$ cat src/rtl/alu_reservation_station_pkg.sv
// Shared core package for the ALU reservation station.
// Provides the default widths and depth, the per-entry storage struct, and
// the dispatch-time operand builder that applies the CDB bypass.
package alu_reservation_station_pkg;

    localparam int unsigned RS_WIDTH   = 31;  // data MSB index
    localparam int unsigned RS_A_WIDTH = 3;   // ALU control MSB index
    localparam int unsigned RS_ROB     = 2;   // ROB tag MSB index
    localparam int unsigned RS_ENTRIES = 4;   // station depth

    typedef struct packed {
        logic [RS_WIDTH:0] value;
        logic              ready;
        logic [RS_ROB:0]   tag;
    } rs_operand_t;

    typedef struct packed {
        logic                valid;
        logic [RS_A_WIDTH:0] control;
        logic [RS_ROB:0]     rob;
        rs_operand_t         op1;
        rs_operand_t         op2;
    } rs_entry_t;

    // Operand as it is written into a freshly allocated entry. A not-ready
    // operand whose producer is broadcasting this very cycle is stored ready.
    function automatic rs_operand_t dispatch_operand(
        input logic [RS_WIDTH:0] value,
        input logic              ready,
        input logic [RS_ROB:0]   tag,
        input logic              cdb_valid,
        input logic [RS_ROB:0]   cdb_rob,
        input logic [RS_WIDTH:0] cdb_result
    );
        rs_operand_t op;
        op.value = value;
        op.ready = ready;
        op.tag   = tag;
        if (!ready && cdb_valid && (tag == cdb_rob)) begin
            op.value = cdb_result;
            op.ready = 1'b1;
        end
        return op;
    endfunction

endpackage

$ cat src/rtl/alu_reservation_station_age_select.sv
// rs_age_select: age matrix plus oldest-issuable one-hot picker.
// Ports:
//   clk, rst_n : clock and asynchronous active-low reset
//   alloc      : one-hot entry being allocated this cycle (or zero)
//   ready      : entries currently issuable
//   grant      : one-hot oldest issuable entry (zero when none)
module rs_age_select
    import alu_reservation_station_pkg::*;
#(
    parameter int unsigned ENTRIES = RS_ENTRIES
) (
    input  logic               clk,
    input  logic               rst_n,
    input  logic [ENTRIES-1:0] alloc,
    input  logic [ENTRIES-1:0] ready,
    output logic [ENTRIES-1:0] grant
);

    // older[i][j] set means entry i was allocated before entry j.
    logic [ENTRIES-1:0] older [ENTRIES];

    // A new entry is younger than everything: clear its row, set its column.
    // Stale bits for free entries are harmless; they are rewritten on allocation.
    always_ff @(posedge clk or negedge rst_n) begin
        if (!rst_n) begin
            for (int unsigned i = 0; i < ENTRIES; i++) begin
                older[i] <= '0;
            end
        end else begin
            for (int unsigned i = 0; i < ENTRIES; i++) begin
                for (int unsigned j = 0; j < ENTRIES; j++) begin
                    if (alloc[i]) begin
                        older[i][j] <= 1'b0;
                    end else if (alloc[j]) begin
                        older[i][j] <= 1'b1;
                    end
                end
            end
        end
    end

    // Entry i wins when no other ready entry is older than it.
    always_comb begin
        grant = '0;
        for (int unsigned i = 0; i < ENTRIES; i++) begin
            logic [ENTRIES-1:0] self;
            self    = '0;
            self[i] = 1'b1;
            grant[i] = ready[i] && !(|(ready & ~older[i] & ~self));
        end
    end

endmodule

$ cat src/rtl/alu_reservation_station.sv
// ALU reservation station: holds dispatched ALU ops until both operands are
// available (directly or via the common data bus) and issues the oldest ready
// op to the ALU through registered outputs, one op per cycle.
// Ports:
//   clk, globalReset        : clock, asynchronous active-low reset
//   clear                   : synchronous flush of all entries
//   dispatchValid, disp*    : new op offered with operand values/ready/tags
//   cdbValid/cdbRob/cdbResult : result broadcast
//   aluAvailable            : ALU accepts an op this cycle
//   rsFull                  : all entries occupied (combinational)
//   issueValid, src1, src2, ALUControl, ALURob : registered issue to ALU
module alu_reservation_station
    import alu_reservation_station_pkg::*;
#(
    parameter int unsigned WIDTH   = RS_WIDTH,
    parameter int unsigned A_WIDTH = RS_A_WIDTH,
    parameter int unsigned ROB     = RS_ROB,
    parameter int unsigned ENTRIES = RS_ENTRIES
) (
    input  logic             clk,
    input  logic             globalReset,
    input  logic             clear,
    input  logic             dispatchValid,
    input  logic [A_WIDTH:0] dispALUControl,
    input  logic [ROB:0]     dispRob,
    input  logic [WIDTH:0]   dispSrc1,
    input  logic [WIDTH:0]   dispSrc2,
    input  logic             dispRdy1,
    input  logic             dispRdy2,
    input  logic [ROB:0]     dispTag1,
    input  logic [ROB:0]     dispTag2,
    input  logic             cdbValid,
    input  logic [ROB:0]     cdbRob,
    input  logic [WIDTH:0]   cdbResult,
    input  logic             aluAvailable,
    output logic             rsFull,
    output logic             issueValid,
    output logic [WIDTH:0]   src1,
    output logic [WIDTH:0]   src2,
    output logic [A_WIDTH:0] ALUControl,
    output logic [ROB:0]     ALURob
);

    rs_entry_t          entries [ENTRIES];
    logic [ENTRIES-1:0] valid;
    logic [ENTRIES-1:0] issuable;
    logic [ENTRIES-1:0] alloc;
    logic [ENTRIES-1:0] oldest;
    logic [ENTRIES-1:0] issue_sel;
    logic               do_alloc;
    logic               do_issue;
    rs_entry_t          new_entry;
    logic [WIDTH:0]     sel_src1;
    logic [WIDTH:0]     sel_src2;
    logic [A_WIDTH:0]   sel_control;
    logic [ROB:0]       sel_rob;

    always_comb begin
        for (int unsigned i = 0; i < ENTRIES; i++) begin
            valid[i]    = entries[i].valid;
            issuable[i] = entries[i].valid && entries[i].op1.ready && entries[i].op2.ready;
        end
    end

    assign rsFull   = &valid;
    assign do_alloc = dispatchValid && !rsFull && !clear;
    assign do_issue = aluAvailable && (|issuable) && !clear;

    // Lowest-index free entry, from current-cycle valid bits only, so a slot
    // vacated by this cycle's issue is not reused until the next cycle.
    always_comb begin
        logic found;
        alloc = '0;
        found = 1'b0;
        for (int unsigned i = 0; i < ENTRIES; i++) begin
            if (!valid[i] && !found) begin
                alloc[i] = 1'b1;
                found    = 1'b1;
            end
        end
        if (!do_alloc) begin
            alloc = '0;
        end
    end

    rs_age_select #(
        .ENTRIES (ENTRIES)
    ) u_age_select (
        .clk   (clk),
        .rst_n (globalReset),
        .alloc (alloc),
        .ready (issuable),
        .grant (oldest)
    );

    assign issue_sel = do_issue ? oldest : '0;

    always_comb begin
        new_entry.valid   = 1'b1;
        new_entry.control = dispALUControl;
        new_entry.rob     = dispRob;
        new_entry.op1     = dispatch_operand(dispSrc1, dispRdy1, dispTag1,
                                             cdbValid, cdbRob, cdbResult);
        new_entry.op2     = dispatch_operand(dispSrc2, dispRdy2, dispTag2,
                                             cdbValid, cdbRob, cdbResult);
    end

    always_comb begin
        sel_src1    = '0;
        sel_src2    = '0;
        sel_control = '0;
        sel_rob     = '0;
        for (int unsigned i = 0; i < ENTRIES; i++) begin
            if (oldest[i]) begin
                sel_src1    = entries[i].op1.value;
                sel_src2    = entries[i].op2.value;
                sel_control = entries[i].control;
                sel_rob     = entries[i].rob;
            end
        end
    end

    always_ff @(posedge clk or negedge globalReset) begin
        if (!globalReset) begin
            for (int unsigned i = 0; i < ENTRIES; i++) begin
                entries[i] <= '0;
            end
            issueValid <= 1'b0;
            src1       <= '0;
            src2       <= '0;
            ALUControl <= '0;
            ALURob     <= '0;
        end else if (clear) begin
            for (int unsigned i = 0; i < ENTRIES; i++) begin
                entries[i].valid <= 1'b0;
            end
            issueValid <= 1'b0;
        end else begin
            for (int unsigned i = 0; i < ENTRIES; i++) begin
                if (alloc[i]) begin
                    entries[i] <= new_entry;
                end else begin
                    if (issue_sel[i]) begin
                        entries[i].valid <= 1'b0;
                    end
                    if (entries[i].valid && cdbValid) begin
                        if (!entries[i].op1.ready && entries[i].op1.tag == cdbRob) begin
                            entries[i].op1.value <= cdbResult;
                            entries[i].op1.ready <= 1'b1;
                        end
                        if (!entries[i].op2.ready && entries[i].op2.tag == cdbRob) begin
                            entries[i].op2.value <= cdbResult;
                            entries[i].op2.ready <= 1'b1;
                        end
                    end
                end
            end
            issueValid <= do_issue;
            if (do_issue) begin
                src1       <= sel_src1;
                src2       <= sel_src2;
                ALUControl <= sel_control;
                ALURob     <= sel_rob;
            end
        end
    end

endmodule

$ cat config.mk
export PLATFORM = sky130hd
export DESIGN_NAME = alu_reservation_station
export DESIGN_NICKNAME = d
export VERILOG_FILES = /design/src/rtl/alu_reservation_station_pkg.sv /design/src/rtl/alu_reservation_station_age_select.sv /design/src/rtl/alu_reservation_station.sv
export SDC_FILE = /design/constraint.sdc
export NUM_CORES = 1
export LEC_CHECK = 0
export BUFFER_PORTS_ARGS = -buffer_cell sky130_fd_sc_hd__buf_2
export CAP_MARGIN = 20
export CORE_ASPECT_RATIO = 2
export CORE_MARGIN = 2
export CORE_UTILIZATION = 45
export CTS_BUF_LIST = sky130_fd_sc_hd__clkbuf_16
export DETAILED_ROUTE_END_ITERATION = 12
export GPL_ROUTABILITY_DRIVEN = 0
export PLACE_DENSITY = 0.65
export SLEW_MARGIN = 10
export SYNTH_ARGS = -nofsm -noshare
export SYNTH_HDL_FRONTEND = slang
export SYNTH_HIERARCHICAL = 1
export SYNTH_SLANG_ARGS = --single-unit
export TNS_END_PERCENT = 1
$ cat constraint.sdc
create_clock -name clk -period 3 [get_ports clk]
set_input_delay 0.75 -clock clk [delete_from_list [all_inputs] [get_ports clk]]
set_output_delay 0.75 -clock clk [all_outputs]
set_load 0.01 [all_outputs]
* Word-level counts from Yosys, hierarchy flattened
Index checks and enable logic that the tools add are counted.
Storage, ports and cells: bits in registers 404
Cells by class: eq/ne operators 10, mux-type cells 79, bitwise operators 9, reductions and logical operators 97
Operators by type and width (number):
- 33-bit two-way mux | 26
- 32-bit two-way mux | 8
- 2-bit nonzero test | 18
- 1-bit logical AND | 35
- 1-bit two-way mux | 35
- 3-bit == test | 10
- 4-bit two-way mux | 6
- 3-bit AND reduction | 8
- 1-bit zero test | 21
- 4-bit AND | 3
- 3-bit two-way mux | 4
- 4-bit inverter | 3
- 3-bit nonzero test | 4
- 3-bit OR reduction | 4
- 2-bit AND reduction | 5
- 4-bit AND reduction | 1
- 4-bit OR reduction | 1
- 3-bit AND | 1
- 3-bit inverter | 1
- 1-bit inverter | 1

* Logic depth before layout (Yosys ltp)
depth in word-level cells 12, gate-level depth with buffers 10, gate-level depth less buffers 8

* Modules after synthesis
The synthesis kept the hierarchy.
By module, submodules not included:
- alu_reservation_station | times used 1, cells each 1782, area an instance 18846.8 sq um, seq. area each 9809.4 sq um
- rs_age_select | times used 1, cells each 50, area an instance 520.5 sq um, seq. area each 300.3 sq um

* Worst setup path after synthesis
Ideal clock, no wire load.
kind input to register, from input cdbRob[0], to register entries[43] (netlist bit), data arrival time 2200 ps, setup slack 678 ps, cell stages on the path 6, path through buf_4 > xor2_1 > or4_4 > a2bb2oi_1 > buf_6 > o221a_2
On the way: cells in the longest elaborated chain, start to end 4
RTL lines:
- from (decl) | line alu_reservation_station.sv:33 | input logic [ROB:0] cdbRob,
- 3-bit == test (on tied branches) | line alu_reservation_station.sv:147, alu_reservation_station_pkg.sv:39
- 1-bit logical AND (on tied branches) | line alu_reservation_station.sv:147, alu_reservation_station_pkg.sv:39
- 2-bit nonzero test (no line) / 33-bit two-way mux (equally long branches)
- 3-bit AND reduction (no line) / 33-bit two-way mux (equally long branches)
- to (signal, indexed assignment) | line alu_reservation_station.sv:141 | entries[i] <= new_entry;
- to (decl) | line alu_reservation_station.sv:44 | rs_entry_t entries [ENTRIES];
Parallel ways exist; a longest one is shown, timed or not. A chain may end at the register's enable or synchronous reset.

* Worst setup path in the final report
from register entries[319] (netlist name), to register src1[4]
RTL lines:
- 1-bit logical AND (2 in a row) | line alu_reservation_station.sv:61 | issuable[i] = entries[i].valid && entries[i].op1.ready && entries[i].op2.ready;
- via issuable[0] | line alu_reservation_station.sv:46 | logic [ENTRIES-1:0] issuable;
- 3-bit AND | line alu_reservation_station_age_select.sv:49 | grant[i] = ready[i] && !(|(ready & ~older[i] & ~self));
- 3-bit OR reduction | line alu_reservation_station_age_select.sv:49
- 1-bit zero test | line alu_reservation_station_age_select.sv:49
- 1-bit logical AND | line alu_reservation_station_age_select.sv:49
- via oldest[3] | line alu_reservation_station.sv:48 | logic [ENTRIES-1:0] oldest;
- 32-bit two-way mux | line alu_reservation_station.sv:114 | if (oldest[i]) begin
- to (signal assigned) | line alu_reservation_station.sv:160 | src1 <= sel_src1;
- to (decl) | line alu_reservation_station.sv:38 | output logic [WIDTH:0] src1,
The timed path passes the listed nets, and every way through them passes these cells.

==> summary.txt <==
CTS
  • Total CTS buffers: 38
  • CTS clk-pin slew, worst paths: 70 ps
  • Longest Clk Path Bufs: 3
  • Post-CTS Setup Bufs: 0
  • Root Driver: clkbuf_16
  • PostCTS Resize Cnt: 0
  • CTS tree: built
  • Htree depth: 2
  • Clock Latency Late Sink: 560 ps
  • CTS Sinks: 404
  • Hold Buf Count CTS: 0

STA
  • Min Tclk post-route: 2650 ps
  • Fmax: 378 MHz
  • Period utilization: 88.2%
  • Setup TNS: 0 ps
  • Final setup violating endpoints: 0
  • Slew Limit Fails: 0
  • Clock Skews: 23.9 ps
  • Unrepaired setup endpoints after global routing: false
  • Final hold violation count: 0
  • Normalized max-slew margin: 36.3%
  • Tightest Pin Transition: 956 ps

Synth
  • Post-Syn Area: 19,400 sq um
  • Post-Synth Adder-Cell Area: 0%
  • Synth Area in Simple Gates: 12.4%
  • Main area contributors after synthesis: dfrtp_1, o221a_2, or3_1
  • Syn Area/Cell: 10.6 sq um
  • Post-synth cell types: 52
  • Post-synthesis compound-gate area fraction: 26.8%
  • Post-synth ARST share: 100%
  • Xor and xnor area share after synthesis: 1.36%
  • Number of synthesized flops with an enable pin: 0
  • YS warnings: 6
  • Multiplexer share of the synthesized area: 0.756%
  • Cell taking the most area after synthesis: dfrtp_1
  • Synth top area share: 52.2%
  • Synth Flop Type: dfrtp_1
  • Sequential share of the synthesized area: 52.2%
  • Syn Nets: 1,952
  • Cells after Synth: 1,832
  • Largest family of logic cells by synthesized area: compound AO/OA/AOI/OAI gates
  • Synthesized flop and latch total: 404

Critical path
  • CP Launch Type: flip-flop
  • Crit Path Class: reg2reg
  • Crit path from: entries[319]$_DFFE_PN0P_
  • R2R Setup Slk: 350 ps
  • Reg-to-reg startpoint: entries[319]$_DFFE_PN0P_
  • Worst path arrival time: 3070 ps
  • Worst EP required: 3420 ps
  • Critical path endpoint category: flip-flop
  • Crit Path Max Fanout: 54

Power and ir drop
  • Worst vdd ir: 0.000540 V
  • P_int: 11.6 mW
  • Clock network power share: 29.1%
  • PwrDens: 742 nW/um^2
  • Psw: 5.16 mW
  • Comb power frac: 23.3%
  • Flop pwr share: 47.6%
  • Pwr Total: 16.7 mW
  • Switching share of power: 30.8%
  • Leak: 9.76 nW

Min path
  • Worst hold path type: in2async

Final layout
  • P&R area growth vs syn: 16.6%
  • Final layout net count: 2,087
  • Fillers: 3,807
  • Finished Core Util: 53.0%
  • Layout cell share with drive strength beyond 1: 27.2%

Global routing
  • Initial antenna violation count: 8
  • Vias in the first global route: 17,400
  • GRT Resource Usage Total: 30.1%
  • Largest net degree at the start of global routing: 81
  • First-pass GRT wire length: 104,000 um
  • GR Overflow Total: 0

Status
  • Status: finished, final reports clean

Job
  • Number of max-cap violations: 0

Placed design
  • PortBufs: 192
  • Dpl hpwl: 42,300 um

Drt
  • Router iterations before antenna repair: 5
  • DR vias: 16,700
  • First DRT Iteration DRCs: 1,457
  • DRC violations left: 0
  • Antenna-violating nets left: 0
  • Avg WL per Cell: 26.7 um
  • Final wirelength: 68,000 um
  • Vias per cell: 6.57

Floorplanning
  • Initial Util: 45.5%
  • Chip Height: 297 um
  • Row count: 107
  • Die width: 151 um
  • Core ar.: 42,600 sq um
  • DIE AREA: 44,800 sq um
  • # IOs: 193
==> worst max-delay path, cell delays in order, from the launching register on <==
cell and delay (ps):
dfrtp_1 480, nand3_1 200, inv_1 60, inv_1 200, o2111a_4 770, buf_4 380, a21oi_1 70, a22oi_1 250
a21oi_1 100
==> cells in the mapped netlist (7+ instances only) <==
master     instances
a21oi_1          213
a221o_1           70
a22oi_1           71
buf_1              7
buf_2             57
buf_4              9
buf_6             10
clkbuf_1          92
dfrtp_1          404
inv_1            114
mux2_2            13
nand2_1          106
nand2b_1          12
nand3_1            7
nand4bb_1          7
nor2_1            97
o21ai_0           16
o221a_1           27
o221a_2          165
o22ai_1           64
or3_1            192
xor2_1            30
==> per-layer routing <==
layer / GRT usage [%] / wire length [um] / up-vias
met5: 0 / 13 / -
met4: 15.6 / 3650 / 2
met3: 3.77 / 4850 / 206
met2: 51.9 / 34900 / 891
met1: 36.3 / 24600 / 8448
li1: - / - / 7164
==> through the flow <==
| stage | setup slack, ps | hold WS, ps | instance area (sq um) | std cells |
|---|---|---|---|---|
| 6_report | 355 | 202 | 22600 | 2545 |
| 5_1_grt | 214 | 257 | 22600 | 2545 |
| 4_1_cts | 406 | 224 | 22500 | 2539 |
| 3_5_place_dp | 45.6 | 463 | 21300 | 2471 |
| 3_3_place_gp | 97.5 | 458 | 21300 | 2471 |
| 2_1_floorplan | 678 | 447 | 19400 | 1832 |
==> cell type report <==
class	count	area [sq um]	area share (%)
repair buffers	270	1930	8.54
flip-flops and latches	404	10100	44.8
clock buffers	39	976	4.32
diodes	5	12.5	0.0554
well taps	545	682	3.02
multi-input cells	1137	8190	36.3
clock inverters	29	246	1.09
inverters	116	435	1.93
==> sequential cells by signal, indices dropped and copies added, names as in the netlist <==
signal	cells
issueValid	1
ALURob	3
u_age_select/older	12
ALUControl	4
entries	320
src1	32
src2	32
==> cell usage in the layout (no fill, tap or decap), types with 9 or more instances in the layout <==
cell type  Yosys  final
a22oi_1       71     71
dfrtp_1      404    404
o22ai_1       64     64
a221o_1       70     70
nand2_1      106    105
clkinv_2       0     10
clkbuf_16      0     39
mux2_2        13     13
buf_4          9     49
nand2b_1      12      9
a21oi_1      213    209
buf_12         0     28
xor2_1        30     30
o21ai_0       16     16
buf_2         57    191
inv_1        114    118
nor2_1        97     97
clkinv_1       2      9
o221a_1       27     27
o221a_2      165    165
or3_1        192    192
==> power by group through the flow <==
stage / logic, mW / registers, mW / clock network, mW
after floorplan: 2.26 / 8.03 / 0
after global placement: 3.79 / 7.97 / 0
after detailed placement: 3.90 / 8.04 / 0
after CTS: 3.93 / 7.96 / 4.94
after global routing: 4.34 / 8.14 / 5.12
final: 3.90 / 7.97 / 4.87
==> kinds of logic (layout without fill, tap and decap cells) <==
family / Yosys count / after routing
other cells: 0 / 5
mux: 13 / 13
buf+inv: 291 / 454
simple gates: 447 / 447
compound gates: 647 / 647
xor+xnor: 30 / 30
flops: 404 / 404
==> path summary, 6_finish.rpt <==
kind	endpoint	depth (start not counted)
setup / recovery	src1[4]$_DFFE_PN0P_	8
hold / removal	entries[272]$_DFFE_PN0P_	1
setup reg to reg	src1[4]$_DFFE_PN0P_	8
hold reg to reg	entries[73]$_DFFE_PN0P_	2
max in group asynchronous	entries[160]$_DFFE_PN0P_	2
min in group clk	entries[232]$_DFFE_PN0P_	3
(Power assumes the default switching activity.)
